--- config.mk ---
export PLATFORM = sky130hd
export DESIGN_NAME = taxi_display
export DESIGN_NICKNAME = d
export VERILOG_FILES = /design/src/rtl/taxi_disp_pkg.sv /design/src/rtl/taxi_display_bin2bcd_seq.sv /design/src/rtl/taxi_display.sv
export SDC_FILE = /design/constraint.sdc
export NUM_CORES = 1
export LEC_CHECK = 0
export CAP_MARGIN = 10
export CORE_MARGIN = 2
export CORE_UTILIZATION = 45
export DETAILED_ROUTE_END_ITERATION = 12
export PLACE_DENSITY_LB_ADDON = 0.2
export SLEW_MARGIN = 0
export SYNTH_ARGS = -nofsm -noshare
export SYNTH_HDL_FRONTEND = slang
export SYNTH_SLANG_ARGS = --single-unit
--- constraint.sdc ---
create_clock -name cp -period 3.5 [get_ports cp]
set_input_delay 0.7 -clock cp [delete_from_list [all_inputs] [get_ports cp]]
set_output_delay 0.7 -clock cp [all_outputs]
set_load 0.005 [all_outputs]
--- src/rtl/taxi_disp_pkg.sv ---
// Shared definitions for the taxi meter display path.
//   - source encodings used by the sel input and the src output
//   - digit count and binary width of the converter
//   - converter FSM state type
//   - 7-segment lookup and per-source formatting tables
package taxi_disp_pkg;

  localparam int NDIG = 6;
  localparam int BINW = 18;
  localparam int BCDW = 4 * NDIG;

  localparam logic [1:0] SRC_MONEY = 2'd0;
  localparam logic [1:0] SRC_RUN   = 2'd1;
  localparam logic [1:0] SRC_WAIT  = 2'd2;
  localparam logic [1:0] SRC_AUTO  = 2'd3;

  localparam logic [6:0] SEG_BLANK = 7'h00;

  // Digit position that never matches a real digit: "no decimal point".
  localparam logic [2:0] DP_NONE = 3'd7;

  typedef enum logic [1:0] {
    ST_LOAD  = 2'd0,
    ST_SHIFT = 2'd1,
    ST_DONE  = 2'd2
  } conv_state_e;

  // Segment code {g,f,e,d,c,b,a}, active-high. Non-decimal nibbles blank.
  function automatic logic [6:0] seg_code(input logic [3:0] d);
    logic [6:0] s;
    case (d)
      4'd0:    s = 7'h3F;
      4'd1:    s = 7'h06;
      4'd2:    s = 7'h5B;
      4'd3:    s = 7'h4F;
      4'd4:    s = 7'h66;
      4'd5:    s = 7'h6D;
      4'd6:    s = 7'h7D;
      4'd7:    s = 7'h07;
      4'd8:    s = 7'h7F;
      4'd9:    s = 7'h6F;
      default: s = SEG_BLANK;
    endcase
    return s;
  endfunction

  // Digit carrying the decimal point: money xxxx.x, run xx.xxx km.
  function automatic logic [2:0] dp_digit(input logic [1:0] s);
    logic [2:0] p;
    case (s)
      SRC_MONEY: p = 3'd1;
      SRC_RUN:   p = 3'd3;
      default:   p = DP_NONE;
    endcase
    return p;
  endfunction

  // Lowest digit that may be blanked as a leading zero; digits below it
  // are always lit so fractional parts and "0.x" forms stay readable.
  function automatic logic [2:0] min_shown(input logic [1:0] s);
    logic [2:0] m;
    case (s)
      SRC_MONEY: m = 3'd2;
      SRC_RUN:   m = 3'd4;
      default:   m = 3'd1;
    endcase
    return m;
  endfunction

endpackage

--- src/rtl/taxi_display_bin2bcd_seq.sv ---
// Iterative 18-bit binary to 6-digit BCD converter (shift-add-3).
//   cp, reset : clock, synchronous active-high reset
//   start     : in LOAD, latch bin and begin a conversion
//   bin       : binary input, sampled only in LOAD
//   busy      : high during the 18 SHIFT cycles
//   done      : high for the single DONE cycle; bcd is valid then
//   bcd       : 6 packed BCD nibbles, nibble 0 least significant
//   state     : current FSM state, for observation
// Sequence: LOAD (1) -> SHIFT (18) -> DONE (1) -> LOAD.
module bin2bcd_seq
  import taxi_disp_pkg::*;
(
  input  logic            cp,
  input  logic            reset,
  input  logic            start,
  input  logic [BINW-1:0] bin,
  output logic            busy,
  output logic            done,
  output logic [BCDW-1:0] bcd,
  output conv_state_e     state
);

  localparam logic [4:0] LAST_BIT = 5'(BINW - 1);

  conv_state_e     state_q, state_d;
  logic [BINW-1:0] bin_q, bin_d;
  logic [BCDW-1:0] bcd_q, bcd_d;
  logic [4:0]      cnt_q, cnt_d;
  logic [BCDW-1:0] adj;

  // State register (datapath registers share the same reset).
  always_ff @(posedge cp) begin
    if (reset) begin
      state_q <= ST_LOAD;
      bin_q   <= '0;
      bcd_q   <= '0;
      cnt_q   <= '0;
    end else begin
      state_q <= state_d;
      bin_q   <= bin_d;
      bcd_q   <= bcd_d;
      cnt_q   <= cnt_d;
    end
  end

  // Next-state logic.
  always_comb begin
    state_d = state_q;
    case (state_q)
      ST_LOAD:  if (start) state_d = ST_SHIFT;
      ST_SHIFT: if (cnt_q == LAST_BIT) state_d = ST_DONE;
      ST_DONE:  state_d = ST_LOAD;
      default:  state_d = ST_LOAD;
    endcase
  end

  // Datapath: one binary bit moves into the BCD accumulator per SHIFT cycle.
  // Nibbles >= 5 are pre-corrected by +3 so the doubling carries in decimal.
  always_comb begin
    bin_d = bin_q;
    bcd_d = bcd_q;
    cnt_d = cnt_q;
    adj   = bcd_q;
    case (state_q)
      ST_LOAD: begin
        if (start) begin
          bin_d = bin;
          bcd_d = '0;
          cnt_d = '0;
        end
      end
      ST_SHIFT: begin
        for (int i = 0; i < NDIG; i++) begin
          if (bcd_q[4*i +: 4] >= 4'd5) adj[4*i +: 4] = bcd_q[4*i +: 4] + 4'd3;
        end
        {bcd_d, bin_d} = {adj, bin_q} << 1;
        cnt_d = cnt_q + 5'd1;
      end
      default: ;
    endcase
  end

  // Outputs.
  always_comb begin
    busy  = (state_q == ST_SHIFT);
    done  = (state_q == ST_DONE);
    bcd   = bcd_q;
    state = state_q;
  end

endmodule

--- src/rtl/taxi_display.sv ---
// Taxi meter display driver.
//   cp, reset : clock, synchronous active-high reset
//   sel       : 0 money, 1 run, 2 waitTime, 3 auto-rotate
//   money     : fare in 0.1 yuan
//   run       : distance in metres
//   waitTime  : waiting time in minutes
//   seg, dp   : segment {g,f,e,d,c,b,a} and decimal point, active-high
//   an        : digit enables, active-low, an[0] rightmost
//   src       : source currently on the display
//   busy      : conversion in progress
// The selected source is converted to BCD continuously (one result every
// 20 cycles), formatted into a 6-entry digit register, and scanned out one
// digit at a time. In auto mode the source advances once every ROT_FRAMES
// complete scan frames.
module taxi_display
  import taxi_disp_pkg::*;
#(
  parameter int SCAN_DIV   = 1000,
  parameter int ROT_FRAMES = 500
) (
  input  logic        cp,
  input  logic        reset,
  input  logic [1:0]  sel,
  input  logic [13:0] money,
  input  logic [17:0] run,
  input  logic [15:0] waitTime,
  output logic [6:0]  seg,
  output logic        dp,
  output logic [5:0]  an,
  output logic [1:0]  src,
  output logic        busy
);

  localparam int PW = (SCAN_DIV > 1) ? $clog2(SCAN_DIV) : 1;
  localparam int FW = (ROT_FRAMES > 1) ? $clog2(ROT_FRAMES) : 1;
  localparam logic [PW-1:0] PRESC_LAST = PW'(SCAN_DIV - 1);
  localparam logic [FW-1:0] FRAME_LAST = FW'(ROT_FRAMES - 1);

  // Converter interface.
  conv_state_e     conv_state;
  logic            conv_busy;
  logic            conv_done;
  logic [BCDW-1:0] conv_bcd;
  logic [BINW-1:0] act_val;
  logic [1:0]      act_src;

  // Registers.
  logic [NDIG-1:0][7:0] dig_q, dig_d;    // {dp, seg} per digit
  logic [1:0]           src_load_q, src_load_d;
  logic [1:0]           src_q, src_d;
  logic [2:0]           idx_q, idx_d;
  logic [PW-1:0]        presc_q, presc_d;
  logic [FW-1:0]        frame_q, frame_d;
  logic [1:0]           rot_q, rot_d;
  logic [6:0]           seg_q, seg_d;
  logic                 dp_q, dp_d;
  logic [5:0]           an_q, an_d;

  logic                 presc_wrap;
  logic                 frame_end;
  logic                 lead;
  logic [3:0]           nib;

  bin2bcd_seq u_conv (
    .cp    (cp),
    .reset (reset),
    .start (1'b1),
    .bin   (act_val),
    .busy  (conv_busy),
    .done  (conv_done),
    .bcd   (conv_bcd),
    .state (conv_state)
  );

  always_ff @(posedge cp) begin
    if (reset) begin
      dig_q      <= '0;
      src_load_q <= SRC_MONEY;
      src_q      <= SRC_MONEY;
      idx_q      <= '0;
      presc_q    <= '0;
      frame_q    <= '0;
      rot_q      <= SRC_MONEY;
      seg_q      <= SEG_BLANK;
      dp_q       <= 1'b0;
      an_q       <= 6'b111111;
    end else begin
      dig_q      <= dig_d;
      src_load_q <= src_load_d;
      src_q      <= src_d;
      idx_q      <= idx_d;
      presc_q    <= presc_d;
      frame_q    <= frame_d;
      rot_q      <= rot_d;
      seg_q      <= seg_d;
      dp_q       <= dp_d;
      an_q       <= an_d;
    end
  end

  // Source selection. The value is only consumed in LOAD, so sel and the
  // meter inputs may change at any time without disturbing a conversion.
  always_comb begin
    act_src = (sel == SRC_AUTO) ? rot_q : sel;
    case (act_src)
      SRC_MONEY: act_val = BINW'(money);
      SRC_RUN:   act_val = run;
      SRC_WAIT:  act_val = BINW'(waitTime);
      default:   act_val = '0;
    endcase
    // Remember which source this conversion belongs to.
    src_load_d = src_load_q;
    if (conv_state == ST_LOAD) src_load_d = act_src;
  end

  // Formatting at DONE: walk from the most significant digit down; a digit
  // is blank while every digit above it (and itself) is zero, unless it is
  // at or below the always-shown boundary for this source.
  always_comb begin
    dig_d = dig_q;
    src_d = src_q;
    lead  = 1'b1;
    nib   = '0;
    if (conv_done) begin
      src_d = src_load_q;
      for (int i = NDIG - 1; i >= 0; i--) begin
        nib  = conv_bcd[4*i +: 4];
        lead = lead && (nib == 4'd0);
        if (lead && (3'(i) >= min_shown(src_load_q))) begin
          dig_d[i] = {1'b0, SEG_BLANK};
        end else begin
          dig_d[i] = {(3'(i) == dp_digit(src_load_q)), seg_code(nib)};
        end
      end
    end
  end

  // Scan and rotate counters.
  always_comb begin
    presc_wrap = (presc_q == PRESC_LAST);
    frame_end  = presc_wrap && (idx_q == 3'd5);
    presc_d    = presc_wrap ? '0 : presc_q + PW'(1);

    idx_d = idx_q;
    if (presc_wrap) idx_d = (idx_q == 3'd5) ? 3'd0 : idx_q + 3'd1;

    frame_d = frame_q;
    rot_d   = rot_q;
    if (frame_end) begin
      if (frame_q == FRAME_LAST) begin
        frame_d = '0;
        rot_d   = (rot_q == SRC_WAIT) ? SRC_MONEY : rot_q + 2'd1;
      end else begin
        frame_d = frame_q + FW'(1);
      end
    end
  end

  // Digit drive: an, seg and dp are all registered from the next index so
  // the enable and its segment pattern switch on the same edge.
  always_comb begin
    an_d          = ~(6'd1 << idx_d);
    {dp_d, seg_d} = dig_q[idx_d];
  end

  always_comb begin
    seg  = seg_q;
    dp   = dp_q;
    an   = an_q;
    src  = src_q;
    busy = conv_busy;
  end

endmodule
Word level (Yosys, flattened, before mapping)
Memories as Yosys holds them, arrays and structs flattened. A register that Yosys moved wholly into a read port is not among the register bits.
Index checks and enable logic that the tools add are counted.
Widths: inputs -> output; s select.
{"block": "classes", "bitwise_logic": 1, "n_mux": 50, "n_shift": 1, "n_reduce_logical": 25, "order_cmp": 13, "n_eq_ne": 17, "addsub": 11}
{"operator": "$mux 4", "count": 15}
{"operator": "$mux 8", "count": 7}
{"operator": "$pmux 18 s3", "count": 1}
{"operator": "$mux 3", "count": 16}
{"operator": "$pmux 24 s2", "count": 1}
{"operator": "$pmux 18 s2", "count": 1}
{"operator": "$bmux 8 s3", "count": 1}
{"operator": "$ge 4x3->1 const B", "count": 6}
{"operator": "$logic_not 4->1", "count": 6}
{"operator": "$add 4x2->4 const B", "count": 5}
{"operator": "$logic_and 1x1->1", "count": 12}
{"operator": "$pmux 3 s2", "count": 2}
{"operator": "$add 10x1->10 const B", "count": 1}
{"operator": "$eq 10x10->1 const B", "count": 1}
{"operator": "$pmux 5 s2", "count": 1}
{"operator": "$add 9x1->9 const B", "count": 1}
{"operator": "$eq 9x9->1 const B", "count": 1}
{"operator": "$mux 9", "count": 1}
{"operator": "$eq 2x2->1 const B", "count": 4}
{"operator": "$eq 2x1->1 const B", "count": 3}
{"operator": "$eq 2x3->1 const A", "count": 2}
{"operator": "$eq 3x3->1 const A", "count": 2}
{"operator": "$ge 1x3->1 const A", "count": 2}
{"operator": "$ge 2x3->1 const A", "count": 2}
{"operator": "other kinds (19)", "count": 24}
{"block": "word_totals", "n_memories": 6, "romBits": 672, "elab_cells": 143, "in_bits": 52, "register_bits": 139}
{"memory": "(no name shown)", "depth": 16, "word_bits": 7, "read_ports": 1, "rd_ports_with_merged_regs": 1, "write_ports": 0, "line_no": "taxi_disp_pkg.sv:31", "rtl": "case (d)"}
{"memory": "(no name shown)", "depth": 16, "word_bits": 7, "read_ports": 1, "rd_ports_with_merged_regs": 1, "write_ports": 0, "line_no": "taxi_disp_pkg.sv:31"}
{"memory": "(no name shown)", "depth": 16, "word_bits": 7, "read_ports": 1, "rd_ports_with_merged_regs": 1, "write_ports": 0, "line_no": "taxi_disp_pkg.sv:31"}
{"memory": "(no name shown)", "depth": 16, "word_bits": 7, "read_ports": 1, "rd_ports_with_merged_regs": 1, "write_ports": 0, "line_no": "taxi_disp_pkg.sv:31"}
{"memory": "(no name shown)", "depth": 16, "word_bits": 7, "read_ports": 1, "rd_ports_with_merged_regs": 1, "write_ports": 0, "line_no": "taxi_disp_pkg.sv:31"}
{"memory": "(no name shown)", "depth": 16, "word_bits": 7, "read_ports": 1, "rd_ports_with_merged_regs": 1, "write_ports": 0, "line_no": "taxi_disp_pkg.sv:31"}

Depth between registers and ports, before layout
Gate-level depths: netlist of the first run.
{"block": "depth", "ltp_word": 11, "mapped_depth": 11}

Modules after synthesis
From an unflattened synthesis of the first run, not the netlist that was laid out.
{"block": "unflattened", "cells_unflattened": 902, "area_unflattened_um2": 7378.3}
{"module": "taxi_display", "area_per_inst_um2": 4929.7, "cells_per_inst": 611, "n_inst": 1}
{"module": "bin2bcd_seq", "area_per_inst_um2": 2448.6, "cells_per_inst": 291, "n_inst": 1}

Worst setup path after synthesis of the first run
OpenSTA, ideal clock, no wires.
{"block": "synth_path", "path_type": "input to register", "from": "input reset", "to": "register with a tool-made name", "n_path_buf": 4, "required_ns": 3.399, "path_slack_ns": 0.925, "setup_ns": 0.101, "stages": 8, "arrival_time_ns": 2.474, "cell_sequence": "buf_2 > buf_1 > clkbuf_1 > clkbuf_1 > nor2_1 > ha_1 > and2_1 > o41ai_1"}
{"item": "start, declared", "line_no": "taxi_display.sv:22", "rtl": "input logic reset,"}

Worst setup path in the final report of the first run
{"block": "layout_path", "from": "register u_conv.state_q[1] (netlist: u_conv.state[1])", "to": "output busy"}
{"block": "layout_via", "elab_chain_cells": 1}
{"item": "start, declared", "line_no": "taxi_display_bin2bcd_seq.sv:25", "rtl": "conv_state_e state_q, state_d;"}
{"item": "start signal, assigned", "line_no": "taxi_display_bin2bcd_seq.sv:39", "rtl": "state_q <= state_d;"}
{"item": "$eq 2x1->1", "line_no": "taxi_display_bin2bcd_seq.sv:85", "rtl": "busy = (state_q == ST_SHIFT);"}
{"item": "end, declared", "line_no": "taxi_display.sv:31", "rtl": "output logic busy"}
No other way between the ends.

==> results of run 1 <==
[Yosys cell counts (8+ instances only)]
| library cell | n |
|---|---|
| inv_1 | 41 |
| mux2i_1 | 17 |
| buf_2 | 14 |
| a21oi_1 | 86 |
| and3_1 | 8 |
| nor3_1 | 23 |
| or3_1 | 8 |
| o21ai_0 | 62 |
| nand2_1 | 99 |
| o221ai_1 | 16 |
| and2_1 | 10 |
| xnor2_1 | 12 |
| nor2_1 | 64 |
| a22o_1 | 18 |
| dfxtp_1 | 171 |
| a22oi_1 | 20 |
| xor2_1 | 8 |
| clkbuf_1 | 46 |
| ha_1 | 55 |
| nor2b_1 | 13 |
| o211ai_1 | 21 |
| a211o_1 | 9 |
| nand2b_1 | 15 |
| nand3_1 | 35 |
| o311ai_0 | 9 |
| a21o_1 | 19 |
[per-stage QoR]
stage / util (%) / hold slack (ps)
after floorplan: - / 420
after global placement: 50.3 / 428
after detailed placement: 50.3 / 433
after CTS: 53.2 / 448
after global routing: 53.2 / 465
final: 53.2 / 449
[critical path: cells and delay by family (launching register included)]
| family | cells | cell delay [ps] |
|---|---|---|
| buffers and inverters | 3 | 1130 |
| flip-flops | 1 | 320 |
| AND/OR/NAND/NOR | 1 | 140 |
[routing by layer]
layer	global-route usage (%)	wire length (microns)	up-vias
met1	28.3	10600	3601
met4	5.54	312	0
met5	0	0	-
li1	-	-	3863
met2	33.8	10300	169
met3	4.01	963	25
[area by class of cell]
cell class | count | area [sq um] | area share [%]
Inverter | 42 | 158 | 1.51
Clock buffer | 21 | 470 | 4.51
Multi-Input combinational cell | 753 | 5130 | 49.2
Timing Repair Buffer | 87 | 821 | 7.87
Clock inverter | 10 | 93.8 | 0.900
Tap cell | 265 | 332 | 3.18
Sequential cell | 171 | 3420 | 32.8
[worst paths after layout]
check,from,endpoint,slack (ps)
hold reg to reg,flop,dig_q[9],450
setup / recovery,u_conv.state[1],busy,780
hold / removal,flop,dig_q[9],450
setup reg to reg,u_conv.bcd[13],flop,840
[cell usage in the layout (no fill, tap or decap), types with 21 or more instances in the layout]
| cell type | n |
|---|---|
| dfxtp_1 | 171 |
| nand2_1 | 99 |
| a21oi_1 | 86 |
| clkdlybuf4s50_1 | 67 |
| nor2_1 | 64 |
| o21ai_0 | 62 |
| ha_1 | 55 |
| inv_1 | 41 |
| nand3_1 | 35 |
| nor3_1 | 23 |
| o211ai_1 | 21 |
[cell families after synthesis]
family	count (synthesis)	synth area share, %
adder cells (fa/ha/maj)	55	7.62
multiplexers	27	4.01
AO/OA/AOI/OAI	329	25.0
buffers and inverters	115	5.31
flip-flops	171	37.9
XOR/XNOR	20	1.94
AND/OR/NAND/NOR	322	18.2
[report_power, final]
group	total, mW	internal, mW	switching (mW)
combinational	0.204	0.101	0.103
clock	1.79	1.03	0.757
sequential	1.98	1.97	0.0157
total	3.97	3.10	0.876
==> impl_metrics.toml, run 1 <==
[finish]
design_area_sq_um = 10400
drive_gt1_share_pct = 7.29
instances_no_fill = 1349
fillCellCount = 1844
final_nets = 1179
antennaDiodeCount = 0
syn_to_final_growth_pct = 15.5

[place]
place_inst = 1318
routabilityCongestion = 0.803
dpl_cell_area_sq_um = 9860
dpl.hpwl_mm = 15.7
dp_slack_ps = 699
port_buffers = 68

[routing]
drt-initial-drc-count = 448
drc_errors = 0
final_antenna_net_count = 0
vias_per_cell = 5.68
via_count = 7658
wirelength_mm = 22.2
wl_per_cell_microns = 16.5
drt_pass1_iterations = 5

[critical_path]
r2r_cells = 9
crit_slowest_cell = "clkdlybuf4s50_1"
cp-end-kind = "primary output"
criticalPathCategory = "flop to primary output"
worstPathRequired_ps = 2800
worst_ep_arrival_time_ps = 2020
start_kind = "flop"
path_cells = "nand2b_1, buf_4, inv_1, clkdlybuf4s50_1"
cpPeakStageDelay_ps = 600
cp_max_fo = 13

[floorplan]
die_y_microns = 146
die_area_sq_um = 21200
std_cell_rows = 51
initial_utilization_pct = 46.1
coreArea_sq_um = 19600
dieWidth_microns = 146
io-pin-count = 69

[sta]
min_period_ps = 2720
fin_ws_ps = 783
period_share_pct = 77.6
timing.setup.tns_ps = 0
slew_violations = 0
slew_headroom_pct = 30.2
max_slew.worst_pin.slew_ps = 1050
grt_setup_unrepaired = "false"
fmax_mhz = 368
hold_viol = 0
clock_skew_ps = 7.97
finalSetupViolations = 0

[yosys]
syn_area_sq_um = 9030
synth_area_leaders = "dfxtp_1, ha_1, a21oi_1, nand2_1, o21ai_0"
ys.flop_type = "dfxtp_1"
synth_top_cell_area_share_pct = 37.9
synth_top_cell_by_area = "dfxtp_1"
netlist_instances = 1039
synth_edf_count = 0
async_reset_ff_share_pct = 0
yosysWarnings = 0
ys_seq_area_share_pct = 37.9
synth-seq-cells = 171
synth_cell_type_count = 75
syn_nets = 1146
avgSynthCellArea_sq_um = 8.69

[clocking]
cts_num_sinks = 171
clkLatencyLatePin_ps = 430
clk_pin_slew_ps = 60
postCtsSetupRepairBufs = 0
h-tree-depth = 4
ctsResizeCount = 0
clk_path_buf_depth = 2
cts_buffers = 17
cts.hold.buffers_added = 0
cts_tree = "yes"
root_buffer = "clkbuf_16"

[job]
cap_violations = 0

[global_routing]
grtUsageTotal_pct = 20.8
grt_pass1_wl_mm = 36.3
grt_max_degree = 75
antenna_found_initial = 0
grt-ovfl-total = 0
grt_pass1_vias = 7102

[power_and_ir_drop]
ir_worst_vdd_mv = 0.288
power.density_nw_per_um2 = 381
p_total_mw = 3.97
p_leak_nw = 3.82

[hold_path]
worstHoldPathType = "flop to flop"
hold_path_depth = 1

[run_status]
status = "completed"
Note: power is estimated with default switching activity, not from simulation.
==> inputs of run 2 (changes only) <==
- clock period: 3.5 -> 2.4 ns (I/O delays scaled with it)
==> impl_metrics.toml, run 2 (synthesized netlist as in run 1, its figures left out) <==
[critical_path]
criticalPathCategory = "flop to flop"
cp-end-kind = "flop"
cp_max_fo = 6
r2r_cells = 9
worst_ep_arrival_time_ps = 2650
timing.rr.start = "u_conv.bcd[12]"
start_kind = "flop"
worstPathRequired_ps = 2740
r2r_setup_slack_ps = 90

[floorplan]
initial_utilization_pct = 46.1
dieWidth_microns = 146
die_area_sq_um = 21200
die_y_microns = 146
std_cell_rows = 51
io-pin-count = 69
coreArea_sq_um = 19600

[sta]
clock_skew_ps = 10.8
max_slew.worst_pin.slew_ps = 942
finalSetupViolations = 0
min_period_ps = 2310
period_share_pct = 96.1
hold_viol = 0
slew_headroom_pct = 37.0
timing.setup.tns_ps = 0
slew_violations = 0
fmax_mhz = 434

[global_routing]
grtUsageTotal_pct = 21.2
grt-ovfl-total = 0
grt_pass1_vias = 7187
antenna_found_initial = 0
grt_max_degree = 48
grt_pass1_wl_mm = 36.9

[routing]
wirelength_mm = 22.1
vias_per_cell = 5.60
drt_pass1_iterations = 4
drc_errors = 0
drt-initial-drc-count = 535
final_antenna_net_count = 0
wl_per_cell_microns = 15.9
via_count = 7797

[clocking]
clk_pin_slew_ps = 60
cts.hold.buffers_added = 0
cts_buffers = 17
cts_num_sinks = 171
h-tree-depth = 4
cts_tree = "yes"
clk_path_buf_depth = 2
root_buffer = "clkbuf_16"
clkLatencyLatePin_ps = 440

[power_and_ir_drop]
ir_worst_vdd_mv = 0.463
power.density_nw_per_um2 = 559
p_leak_nw = 4.12
p_total_mw = 6.10

[place]
port_buffers = 68
routabilityCongestion = 0.872
dpl_cell_area_sq_um = 10200
dpl.hpwl_mm = 16.0

[finish]
drive_gt1_share_pct = 13.0
syn_to_final_growth_pct = 21.1
final_cell_mix = "dfxtp_1, nand2_1, a21oi_1"
design_area_sq_um = 10900
layout_commonest_cell = "dfxtp_1"
antennaDiodeCount = 0
final_nets = 1223

[run_status]
status = "completed"

[hold_path]
hold_end = "dig_q[19]"
worstHoldPathType = "flop to flop"
hold_path_depth = 1

[job]
cap_violations = 0
## run 2: changes by cell type in the layout (fill, tap and decap cells not counted), moves of 3 or more
cell        before  now
buf_4           20   61
dfxtp_1        171  165
dfxtp_2          0    6
clkinvlp_4       6    1
buf_12           0    3
bufinv_16        1    4
clkinv_2         2    5
o311ai_0         9    6
## run 2: layout make-up
cell class,instances,area [sq um]
fillers,1821,8660
repair buffers,131,1190
inverters,42,158
clock inverters,12,170
multi-input cells,753,5210
flip-flops and latches,171,3430
well taps,265,332
clock buffers,19,443
## run 2: per-layer routing
layer	share of wire (%)	wire length [microns]	vias up	global-route usage (%)
met2	46	10200	131	33.9
met1	49	10800	3681	29.5
met3	3.6	787	26	3.32
met4	1.6	345	0	6.52
li1	-	-	3959	-
met5	0	0	-	0
## run 2: metrics by stage
step	hold slack (ps)	std cells	worst slack, ps	util, %
after floorplan	420	1039	44.6	-
after global placement	423	1361	91.9	52.2
after detailed placement	426	1361	6.39	52.2
after CTS	441	1392	17.6	55.4
after global routing	455	1393	-46.4	55.8
final	439	1393	94.5	55.8
## run 2: how the worst max path moves through the flow
| stage | startpoint | endpoint | slack (ps) | cells past startpoint |
|---|---|---|---|---|
| 3_3_place_gp | u_conv.bcd[16] | flop | 90 | 10 |
| 6_report | u_conv.bcd[12] | flop | 90 | 9 |
| 3_5_place_dp | u_conv.bcd[16] | flop | 6 | 10 |
| 5_1_grt | u_conv.bcd[12] | flop | -50 | 9 |
| 4_1_cts | u_conv.bcd[16] | flop | 20 | 10 |
| 2_1_floorplan | reset | flop | 40 | 8 |
## run 2: worst max-delay path, cell delays in order, from the launching register on
cell and delay [ps]:
dfxtp_2 360, inv_1 120, ha_1 210, nand2b_1 100, a21oi_2 230, xnor2_2 150, a22oi_2 90, or2_2 350
ha_1 310, o311ai_1 280
## run 2: power breakdown
group	total, mW	switching, mW	internal, mW
Sequential	2.89	0.0205	2.87
Clock	2.89	1.14	1.76
Combinational	0.322	0.156	0.165
## run 2: repair_timing
action                     4_1_cts  5_1_grt
setup endpoints to repair        4       26
pin swaps                        0        4
setup buffers                    0        1
gates resized for setup          6       24
